$ cat config.mk
export PLATFORM = sky130hd
export DESIGN_NAME = poly_addsub_engine
export DESIGN_NICKNAME = d
export VERILOG_FILES = /design/src/rtl/poly_arith_pkg.sv /design/src/rtl/mod_uni_add_sub.sv /design/src/rtl/poly_addsub_engine.sv
export SDC_FILE = /design/constraint.sdc
export NUM_CORES = 1
export LEC_CHECK = 0
export CORE_MARGIN = 2
export CORE_UTILIZATION = 52
export DETAILED_ROUTE_END_ITERATION = 10
export MAX_ROUTING_LAYER = met4
export PLACE_DENSITY = 0.84
export SYNTH_ARGS = -nofsm -noshare
export SYNTH_HDL_FRONTEND = slang
export SYNTH_SLANG_ARGS = --single-unit
export TNS_END_PERCENT = 10
$ cat constraint.sdc
create_clock -name clk -period 4.2 [get_ports clk]
set_input_delay 0.84 -clock clk [delete_from_list [all_inputs] [get_ports clk]]
set_output_delay 0.84 -clock clk [all_outputs]
set_load 0.005 [all_outputs]
$ cat src/rtl/poly_arith_pkg.sv
// Shared types and constants for the polynomial coefficient datapath.
package poly_arith_pkg;

  localparam int COEFF_W     = 12;
  localparam int Q           = 3329;
  localparam int N_COEFF_DEF = 256;

  typedef logic [COEFF_W-1:0] coeff_t;

  typedef enum logic [1:0] {
    ST_IDLE,
    ST_RUN,
    ST_DRAIN,
    ST_DONE
  } state_t;

endpackage

$ cat src/rtl/mod_uni_add_sub.sv
// Two-stage modular adder/subtractor: result = (op1 +/- op2) mod Q.
module mod_uni_add_sub
  import poly_arith_pkg::*;
#(
  parameter int DATA_W = COEFF_W
) (
  input  logic              clk,
  input  logic              rst,
  input  logic [DATA_W-1:0] op1_i,
  input  logic [DATA_W-1:0] op2_i,
  input  logic              is_sub_i,
  input  logic              valid_i,
  output logic [DATA_W-1:0] result_o,
  output logic              valid_o
);

  localparam int SUM_W = DATA_W + 2;
  localparam logic signed [SUM_W-1:0] Q_S = SUM_W'(Q);

  // Raw sum lies in [-(Q-1), 2Q-2]; a single conditional correction brings it into [0, Q-1].
  function automatic logic [DATA_W-1:0] mod_reduce(input logic signed [SUM_W-1:0] s);
    logic signed [SUM_W-1:0] r;
    if (s[SUM_W-1])
      r = s + Q_S;
    else if (s >= Q_S)
      r = s - Q_S;
    else
      r = s;
    return DATA_W'(r);
  endfunction

  logic signed [SUM_W-1:0] op_a;
  logic signed [SUM_W-1:0] op_b;
  logic signed [SUM_W-1:0] sum_p0;
  logic                    vld_p0;
  logic [DATA_W-1:0]       res_p1;
  logic                    vld_p1;

  assign op_a = $signed({2'b00, op1_i});
  assign op_b = $signed({2'b00, op2_i});

  // Stage p0: raw signed sum or difference
  always_ff @(posedge clk) begin
    if (rst) vld_p0 <= 1'b0;
    else     vld_p0 <= valid_i;
    if (valid_i) sum_p0 <= is_sub_i ? (op_a - op_b) : (op_a + op_b);
  end

  // Stage p1: modular correction; result cleared on reset so the write bus idles at zero
  always_ff @(posedge clk) begin
    if (rst) begin
      vld_p1 <= 1'b0;
      res_p1 <= '0;
    end else begin
      vld_p1 <= vld_p0;
      if (vld_p0) res_p1 <= mod_reduce(sum_p0);
    end
  end

  assign result_o = res_p1;
  assign valid_o  = vld_p1;

endmodule

$ cat src/rtl/poly_addsub_engine.sv
// Streams one polynomial pair through the modular adder and writes N_COEFF results.
module poly_addsub_engine
  import poly_arith_pkg::*;
#(
  parameter int N_COEFF = N_COEFF_DEF,
  parameter int ADDR_W  = 8
) (
  input  logic              clk,
  input  logic              rst,
  input  logic              start_i,
  input  logic              is_sub_i,
  output logic              busy_o,
  output logic              done_o,
  output logic              rd_en_o,
  output logic [ADDR_W-1:0] rd_addr_o,
  input  coeff_t            rd_a_data_i,
  input  coeff_t            rd_b_data_i,
  output logic              wr_en_o,
  output logic [ADDR_W-1:0] wr_addr_o,
  output coeff_t            wr_data_o
);

  localparam logic [ADDR_W-1:0] LAST_ADDR = ADDR_W'(N_COEFF - 1);

  state_t            state_q;
  state_t            state_d;
  logic [ADDR_W-1:0] rd_cnt_q;
  logic              is_sub_q;
  logic              vld_p0;
  logic [ADDR_W-1:0] addr_p0;
  logic [ADDR_W-1:0] addr_p1;
  logic [ADDR_W-1:0] addr_p2;

  // FSM state register
  always_ff @(posedge clk) begin
    if (rst) state_q <= ST_IDLE;
    else     state_q <= state_d;
  end

  // Next-state logic: DRAIN waits for the last address to leave the adder pipeline
  always_comb begin
    state_d = state_q;
    case (state_q)
      ST_IDLE:  if (start_i) state_d = ST_RUN;
      ST_RUN:   if (rd_cnt_q == LAST_ADDR) state_d = ST_DRAIN;
      ST_DRAIN: if (wr_en_o && (wr_addr_o == LAST_ADDR)) state_d = ST_DONE;
      ST_DONE:  state_d = ST_IDLE;
      default:  state_d = ST_IDLE;
    endcase
  end

  // Read counter and operation latch; counter stops at the last address and only restarts on start
  always_ff @(posedge clk) begin
    if (rst) begin
      rd_cnt_q <= '0;
      is_sub_q <= 1'b0;
    end else if ((state_q == ST_IDLE) && start_i) begin
      rd_cnt_q <= '0;
      is_sub_q <= is_sub_i;
    end else if ((state_q == ST_RUN) && (rd_cnt_q != LAST_ADDR)) begin
      rd_cnt_q <= rd_cnt_q + 1'b1;
    end
  end

  assign rd_en_o   = (state_q == ST_RUN);
  assign rd_addr_o = rd_cnt_q;
  assign busy_o    = (state_q != ST_IDLE);
  assign done_o    = (state_q == ST_DONE);

  // Address delay line p0..p2 tracks the memory cycle plus the two adder stages
  always_ff @(posedge clk) begin
    if (rst) begin
      vld_p0  <= 1'b0;
      addr_p0 <= '0;
      addr_p1 <= '0;
      addr_p2 <= '0;
    end else begin
      vld_p0  <= rd_en_o;
      addr_p0 <= rd_addr_o;
      addr_p1 <= addr_p0;
      addr_p2 <= addr_p1;
    end
  end

  mod_uni_add_sub #(.DATA_W(COEFF_W)) u_add_sub (
    .clk      (clk),
    .rst      (rst),
    .op1_i    (rd_a_data_i),
    .op2_i    (rd_b_data_i),
    .is_sub_i (is_sub_q),
    .valid_i  (vld_p0),
    .result_o (wr_data_o),
    .valid_o  (wr_en_o)
  );

  assign wr_addr_o = addr_p2;

endmodule
* Word-level counts from Yosys, hierarchy flattened
Cells that the tools add are included.
** Cells by class
- Add/subtract/negate cells :: 5
- $lt $le $gt $ge :: 1
- Eq/ne operators :: 9
- Mux-type cells :: 7
- Reduce and logical (&&, ||, !) cells :: 7
** Operator list (count)
- 12-bit 2-to-1 mux :: 2
- 8-bit equality test, second input constant :: 2
- 14-bit by 13-bit >= comparator with 1-bit output, second input constant :: 1
- 14-bit 2-to-1 mux :: 1
- 12-bit by 12-bit adder with 13-bit output :: 1
- 12-bit by 12-bit subtractor with 13-bit output :: 1
- 12-bit by 11-bit adder with 12-bit output, second input constant :: 1
- 12-bit by 11-bit subtractor with 12-bit output, second input constant :: 1
- 8-bit by 1-bit adder with 8-bit output, second input constant :: 1
- 8-bit inequality test, second input constant :: 1
- 2-bit case mux with 4 select lines :: 1
- 2-bit 2-to-1 mux :: 3
- 2-bit equality test, second input constant :: 2
- 2-bit inequality test, second input constant :: 2
- 1-bit logical AND :: 3
- 3-bit AND reduction :: 1
- 2-bit by 1-bit equality test with 1-bit output, second input constant :: 1
- 2-bit logical NOT :: 1
- 2-bit by 1-bit inequality test with 1-bit output, second input constant :: 1
- 2-bit nonzero test :: 1
- 2-bit OR reduction :: 1
** Word-level totals
- Register bits :: 64

* Logic depth before layout (Yosys ltp)
Gate-level depths: netlist of run 1.
- Depth after elaboration :: 4
- Depth in mapped cells :: 9
- Gate-level depth less buffers :: 9

* Hierarchy
A second synthesis of run 1 with hierarchy kept.
** Second synthesis, totals
- Cells, all modules :: 414
- Area, all modules :: 3752.3 sq um
** Modules (own cells, without submodules)
- mod_uni_add_sub :: instances 1, cells each 292, area an instance 2494.9 sq um
- poly_addsub_engine :: instances 1, cells each 122, area an instance 1257.5 sq um

* Worst setup path before layout of run 1
Ideal clock, no wire load.
- Kind :: input -> register
- Start point :: input port rd_a_data_i[0]
- End point :: register u_add_sub.sum_p0[12] (data pin)
- Library setup time :: 259 ps
- Arrival time :: 2454 ps
- Required time :: 3941 ps
- Setup slack :: 1487 ps
- Stages on the path :: 7
- Path buffers :: 0
- Path through :: ha_1 > fa_1 > a21oi_1 > o41ai_1 > o41ai_1 > o21ai_0 > a211o_1
** On the way
- Word-level cells in the longest chain between the ends :: 2
- Elaborated cells on any way between the ends :: 3
- Classes of those cells :: add/sub (2); mux (1)
** Ends and longest elaborated chain
- start: declaration :: line poly_addsub_engine.sv:16 : input coeff_t rd_a_data_i,
- 12-bit by 12-bit adder with 13-bit output / 12-bit by 12-bit subtractor with 13-bit output (equally long branches) :: line mod_uni_add_sub.sv:46 : if (valid_i) sum_p0 <= is_sub_i ? (op_a - op_b) : (op_a + op_b);
- 14-bit 2-to-1 mux (*) :: line mod_uni_add_sub.sv:46
- end signal: assignment :: line mod_uni_add_sub.sv:46
- end: declaration :: line mod_uni_add_sub.sv:34 : logic signed [SUM_W-1:0] sum_p0;
Every way passes the cells marked *; elsewhere a longest branch is shown, timed or not.
A chain may end at the register's enable or synchronous reset.

* Worst setup path in the final report of run 1
Same ends and word-level chain as after synthesis.

==> flow_summary.yaml, run 1 <==
logic_synthesis:
  synth_simple_gate_area_share: 0.220
  synth_top_family_by_area: "simple AND/OR/NAND/NOR gates"
  ys.flop_type: "dfxtp_1"
  ys_seq_area_frac: 0.376
  synth.area.mux_share: 0.00529
  yosysWarnings: 0
  yosysTopAreaCell: "dfxtp_1"
  synth_edf_count: 14
  synth.distinct_cells: 58
  synth-xor-area-share: 0.0486
  yosys_register_bits: 64
  synth_area_sq_um: 3780
  synth_area_leaders: "dfxtp_1 26%, edfxtp_1 11%, ha_1 11%"
  synth_top_cell_area_share: 0.265
  synth_compound_area_frac: 0.178
  syn_inst: 422
  async_reset_ff_frac: 0
  avgSynthCellArea_sq_um: 8.96
  synth_nets: 485
  synthAdderAreaFrac: 0.120
sta:
  fin_setup_tns_ns: 0
  period_needed_ns: 3.11
  max_slew_margin: 0.440
  fin_skew_ns: 0.00777
  holdWs_ns: 0.437
  final-max-slew-violation-count: 0
  setup_viol: 0
  post-route-period-util: 0.740
  tightestPinTransition_ns: 0.839
  final_hold_viol_count: 0
  fmax_mhz: 322
  rsz0062_at_grt: "false"
global_routing:
  grt_pass1_vias: 2846
  grt_remaining_overflow: 0
  grt_antenna_before_repair: 0
  grt_pass1_wl_mm: 12.6
  grt_max_degree: 38
  grt_usage: 0.205
min_path:
  hold_end: "wr_addr_o[0]$_SDFF_PP0_"
  hp-class: "reg2reg"
  hold_depth: 1
  holdCritStartpoint: "addr_p1[0]$_SDFF_PP0_"
finish:
  diodes: 0
  nets: 538
  drive_gt1_frac: 0.0604
  instances_no_fill: 579
  areaGrowthSynthToFinish_pct: 22.0
cts:
  cts_max_level: 3
  clk_latency_ns: 0.33
  postCtsSetupRepairBufs: 0
  clkTransAtPathRegs_ns: 0.07
  root_buffer: "clkbuf_8"
  cts_buffer_depth: 2
  tritoncts: "built"
  cts_buffers: 9
  cts_sinks: 64
  hold_buffers: 0
  post_cts_resized: 0
die:
  core_sq_um: 7140
  ios: 60
  die_area_sq_um: 7970
  fp.dieW_um: 89.3
  start_util: 0.530
  die_h_um: 89.3
  rows: 31
setup_path:
  critPathKind: "in2reg"
  end_kind: "flop"
  cp-start-kind: "input port"
  r2r-end: "u_add_sub.result_o[9]$_SDFFE_PP0P_"
  worstPathArrival_ns: 3.20
  required_ns: 4.29
  critical_path.max_fanout: 3
  worstRegToRegCells: 7
  reg2reg_from: "u_add_sub.sum_p0[0]$_DFFE_PP_"
  r2r_slack_ns: 1.52
placement:
  gp_congestion: 0.876
  dpl.hpwl_mm: 5.72
  portBuffers: 59
  place_inst: 563
detailed_routing:
  drtAntennaViolNets: 0
  via_per_inst: 5.41
  vias: 3134
  dr.pass1.iters: 4
  avgRoutedWirePerCell_um: 13.1
  first_iter_violations: 179
  wirelength_mm: 7.56
  drc: 0
status:
  status: "finished, final reports clean"
pwr:
  p_per_area_nw_per_um2: 384
  total_leakage_power_nw: 1.78
  ir_worst_vdd_v: 0.000147
job:
  max-cap-violations: 0
per-stage QoR:
stage	util	total power, mW	instance area, sq um	setup WS, ns
detailed placement	0.621	1.31	4430	0.761
finish	0.646	1.77	4610	1.09
global route	0.646	1.88	4610	0.914
CTS	0.646	1.78	4610	1.13
floorplan	-	1.14	3780	1.49
global placement	0.621	1.30	4430	0.840
cells in the final DEF, fill, tap and decap left out, types with 11 or more instances in the layout:
cell / n
a21oi_1: 21
clkdlybuf4s50_1: 59
dfxtp_1: 50
edfxtp_1: 14
ha_1: 33
inv_1: 34
nand2_1: 23
nand3_1: 12
nor2_1: 32
nor2b_1: 31
nor3_1: 14
o21ai_0: 14
xnor2_1: 11
synth_stat cells, drive strengths merged, types with 5 or more instances:
cell type / n
nor3: 14
o211ai: 9
nor2b: 31
xor2: 10
nor2: 32
or3: 5
nand2b: 7
edfxtp: 14
xnor2: 11
o31ai: 7
nand3: 12
nor3b: 7
clkbuf: 15
o311ai: 5
dfxtp: 50
inv: 34
a21oi: 21
ha: 33
nand2: 24
o21ai: 15
nand4: 6
worst max path at each step:
| stage | startpoint | endpoint | slack, ns | cells past startpoint |
|---|---|---|---|---|
| 2_1_floorplan | rd_a_data_i[0] | u_add_sub.sum_p0[12]$_DFFE_PP_ | 1.49 | 7 |
| 4_1_cts | rd_a_data_i[0] | u_add_sub.sum_p0[12]$_DFFE_PP_ | 1.13 | 8 |
| 5_1_grt | rd_a_data_i[0] | u_add_sub.sum_p0[12]$_DFFE_PP_ | 0.91 | 8 |
| 3_3_place_gp | rd_a_data_i[0] | u_add_sub.sum_p0[12]$_DFFE_PP_ | 0.84 | 8 |
| 6_report | rd_a_data_i[0] | u_add_sub.sum_p0[12]$_DFFE_PP_ | 1.09 | 8 |
| 3_5_place_dp | rd_a_data_i[0] | u_add_sub.sum_p0[12]$_DFFE_PP_ | 0.76 | 8 |
routing by layer:
metal	GRT usage	wire length [um]	up-vias	part of all wire
met2	0.327	3520	93	0.47
met5	-	0	-	0
met3	0.0277	356	14	0.047
met1	0.267	3570	1427	0.47
met4	0.0773	112	0	0.015
li1	-	-	1600	-
state kept, by name, summed over array words and instances, names as in the netlist:
register,count
u_add_sub.result_o,12
u_add_sub.vld_p0,1
is_sub_q,1
rd_addr_o,8
addr_p0,8
state_q,2
u_add_sub.valid_o,1
vld_p0,1
addr_p1,8
u_add_sub.sum_p0,14
wr_addr_o,8
area by class of cell:
cell class / instances / area [sq um]
Multi-Input combinational cell: 306 / 2160
Timing Repair Buffer: 60 / 598
Tap cell: 99 / 124
Fill cell: 615 / 2520
Sequential cell: 64 / 1420
Clock buffer: 10 / 138
Inverter: 34 / 128
Clock inverter: 6 / 41.3
cell families (layout without fill, tap and decap cells):
logic type	after synthesis	after routing
XOR/XNOR	21	21
flip-flops	64	64
adder cells (fa/ha/maj)	35	35
AO/OA/AOI/OAI	94	94
buffers and inverters	52	110
AND/OR/NAND/NOR	154	154
multiplexers	2	2
power by group:
group / leakage, nW / total [mW] / internal, mW / switching, mW
Combinational: 1.15 / 0.503 / 0.246 / 0.257
Sequential: 0.532 / 0.802 / 0.704 / 0.0982
Clock: 0.0974 / 0.468 / 0.232 / 0.236
Total: 1.78 / 1.77 / 1.18 / 0.591
worst max-delay path, stage by stage:
cell             delay [ns]
clkdlybuf4s50_1        0.43
ha_1                   0.24
fa_1                   0.39
a21oi_1                0.24
o41ai_1                0.12
o41ai_1                0.48
o21ai_0                0.15
a211o_1                0.31
Note: power is estimated with default switching activity, not from simulation.
==> run 2: changes to the inputs <==
--- a/config.mk
+++ b/config.mk
@@ -6,10 +6,10 @@
 export NUM_CORES = 1
 export LEC_CHECK = 0
 export CORE_MARGIN = 2
-export CORE_UTILIZATION = 52
+export CORE_UTILIZATION = 49
 export DETAILED_ROUTE_END_ITERATION = 10
 export MAX_ROUTING_LAYER = met4
-export PLACE_DENSITY = 0.84
+export PLACE_DENSITY = 0.83
 export SYNTH_ARGS = -nofsm -noshare
 export SYNTH_HDL_FRONTEND = slang
 export SYNTH_SLANG_ARGS = --single-unit
==> constraint.sdc (replaced) <==
create_clock -name clk -period 2.6 [get_ports clk]
set_input_delay 0.52 -clock clk [delete_from_list [all_inputs] [get_ports clk]]
set_output_delay 0.52 -clock clk [all_outputs]
set_load 0.005 [all_outputs]
==> run 2 against run 1 <==
Combinational power grew 99%. First-iteration DRC count fell by 42%. Core utilization is 2.4 points higher. Routed wire length grew 11%. Worst hold slack improved by 0.00057 ns. Largest power group unchanged. Sequential share of layout area fell by 3.0 points. Largest cell class unchanged. Flip-flop and latch count unchanged. Non-clock buffer count increased by 45. Global-route usage grew 0.14 points. Via count increased by 8.3%. Final cell count rose by 8.3%.
==> flow_summary.yaml, run 2 (synthesis results as in run 1) <==
finish:
  max_flop_register: "u_add_sub.sum_p0"
  areaGrowthSynthToFinish_pct: 34.9
  diodes: 0
  nets: 583
  final_cell_mix: "55 x clkdlybuf4s50_1, 50 x dfxtp_1, 46 x buf_4"
  largest_reg_flops: 14
  drive_gt1_frac: 0.170
  layout_commonest_cell: "clkdlybuf4s50_1"
global_routing:
  grt_usage: 0.207
  grt_antenna_before_repair: 0
  grt_pass1_wl_mm: 13.9
  grt_max_degree: 22
  grt_remaining_overflow: 0
  grt_pass1_vias: 3220
setup_path:
  path_cells: "clkdlybuf4s50_1, inv_1, ha_4, nor2b_2, o211ai_1, a31oi_1, buf_4, buf_4, o21a_1, a21oi_1, xnor2_1"
  worstPathArrival_ns: 2.65
  cp-start-kind: "input port"
  worstRegToRegCells: 8
  critPathKind: "in2reg"
  critical_path.max_fanout: 4
  crit_path_frequent_cell: "buf_4"
  required_ns: 2.70
  cp_top_family: "buffers and inverters"
  r2r_slack_ns: 0.11
  cpPeakStageDelay_ns: 0.50
  worst-path-buf-inv: 4
  slowest_stage: "clkdlybuf4s50_1"
  reg2reg_from: "u_add_sub.sum_p0[0]$_DFFE_PP_"
  r2r-end: "u_add_sub.result_o[9]$_SDFFE_PP0P_"
  end_kind: "flop"
detailed_routing:
  avgRoutedWirePerCell_um: 13.4
  wirelength_mm: 8.39
  dr.pass1.iters: 4
  via_per_inst: 5.41
  drtAntennaViolNets: 0
  drc: 0
  first_iter_violations: 104
  vias: 3393
die:
  fp.dieW_um: 91.8
  rows: 32
  core_sq_um: 7610
  ios: 60
  start_util: 0.497
  die_area_sq_um: 8440
  die_h_um: 91.8
sta:
  final_hold_viol_count: 0
  tightestPinTransition_ns: 0.605
  fin_skew_ns: 0.00768
  fmax_mhz: 392
  holdWs_ns: 0.438
  period_needed_ns: 2.55
  setup_viol: 0
  post-route-period-util: 0.981
  rsz0062_at_grt: "true"
  fin_ws_ns: 0.0498
  max_slew_margin: 0.596
  final-max-slew-violation-count: 0
pwr:
  total_leakage_power_nw: 2.05
  ir_worst_vdd_v: 0.000314
  p_per_area_nw_per_um2: 632
placement:
  gp_congestion: 0.860
  pre_cts_ws_ns: -0.484
  portBuffers: 59
  dpl.hpwl_mm: 6.18
cts:
  cts_sinks: 64
  tritoncts: "built"
  root_buffer: "clkbuf_8"
  clkTransAtPathRegs_ns: 0.08
  cts_buffer_depth: 2
  cts_buffers: 9
  cts_max_level: 3
  clk_latency_ns: 0.35
min_path:
  holdCritStartpoint: "addr_p1[2]$_SDFF_PP0_"
  hold_depth: 1
  hp-class: "reg2reg"
  hold_end: "wr_addr_o[2]$_SDFF_PP0_"
job:
  max-cap-violations: 0
status:
  status: "finished, final reports clean"
## run 2: changes by cell type in the layout (fill, tap and decap cells not counted), moves of 3 or more
cell | previous run | this run
buf_4 | 1 | 46
clkdlybuf4s50_1 | 59 | 55
ha_1 | 33 | 28
ha_4 | 0 | 3
inv_4 | 3 | 0
## run 2: timing repair
item / CTS / global route
resized for setup: 12 / 9
setup endpoints to repair: 1 / 4
pin swaps: 10 / 4
hold buffers: 0 / 0
setup buffers: 5 / 0
## run 2: worst max-delay path by stage
stage / startpoint / endpoint / slack (ns) / cells after the start
2_1_floorplan: u_add_sub.sum_p0[0]$_DFFE_PP_ / u_add_sub.result_o[9]$_SDFFE_PP0P_ / 0.21 / 7
3_3_place_gp: rd_a_data_i[0] / u_add_sub.sum_p0[12]$_DFFE_PP_ / -0.38 / 10
3_5_place_dp: rd_a_data_i[0] / u_add_sub.sum_p0[12]$_DFFE_PP_ / -0.48 / 10
4_1_cts: rd_b_data_i[2] / u_add_sub.sum_p0[10]$_DFFE_PP_ / 0.01 / 11
5_1_grt: u_add_sub.sum_p0[0]$_DFFE_PP_ / u_add_sub.result_o[9]$_SDFFE_PP0P_ / -0.009 / 8
6_report: rd_b_data_i[2] / u_add_sub.sum_p0[8]$_DFFE_PP_ / 0.05 / 11
## run 2: through the flow
stage	total power, mW	instances	cell area [sq um]	TNS, ns	utilization
after floorplan	1.84	422	3780	0	-
after CTS	3.21	627	5040	0	0.662
after global routing	3.39	627	5100	-0.00908	0.671
after global placement	2.18	606	4740	-1.35	0.623
final	3.23	627	5100	0	0.671
after detailed placement	2.22	606	4740	-2.05	0.623
## run 2: layout make-up
type	instances	area [sq um]
clock buffers	9	124
clock inverters	7	104
fillers	613	2510
inverters	34	128
multi-input cells	306	2260
flip-flops and latches	64	1420
well taps	102	128
repair buffers	105	938
## run 2: metal layers
layer	vias up	global-route usage	wire, um	share of wire
li1	1686	-	-	-
met1	1564	0.234	3590	0.43
met2	117	0.361	4150	0.49
met3	26	0.0279	429	0.051
met4	0	0.0995	220	0.026
met5	-	-	0	0
## run 2: where the power goes
| group | switching, mW | internal (mW) | leakage (nW) |
|---|---|---|---|
| logic | 0.500 | 0.502 | 1.41 |
| clock network | 0.421 | 0.551 | 0.114 |
| registers | 0.115 | 1.14 | 0.532 |
## run 2: worst reg2reg max path: stages (launching register included)
cell and delay, ns:
edfxtp_1 0.39, inv_1 0.11, ha_1 0.21, or3b_2 0.50, o311ai_4 0.38, nand2_4 0.15
a211o_2 0.37, nor3_1 0.20, a211o_1 0.13
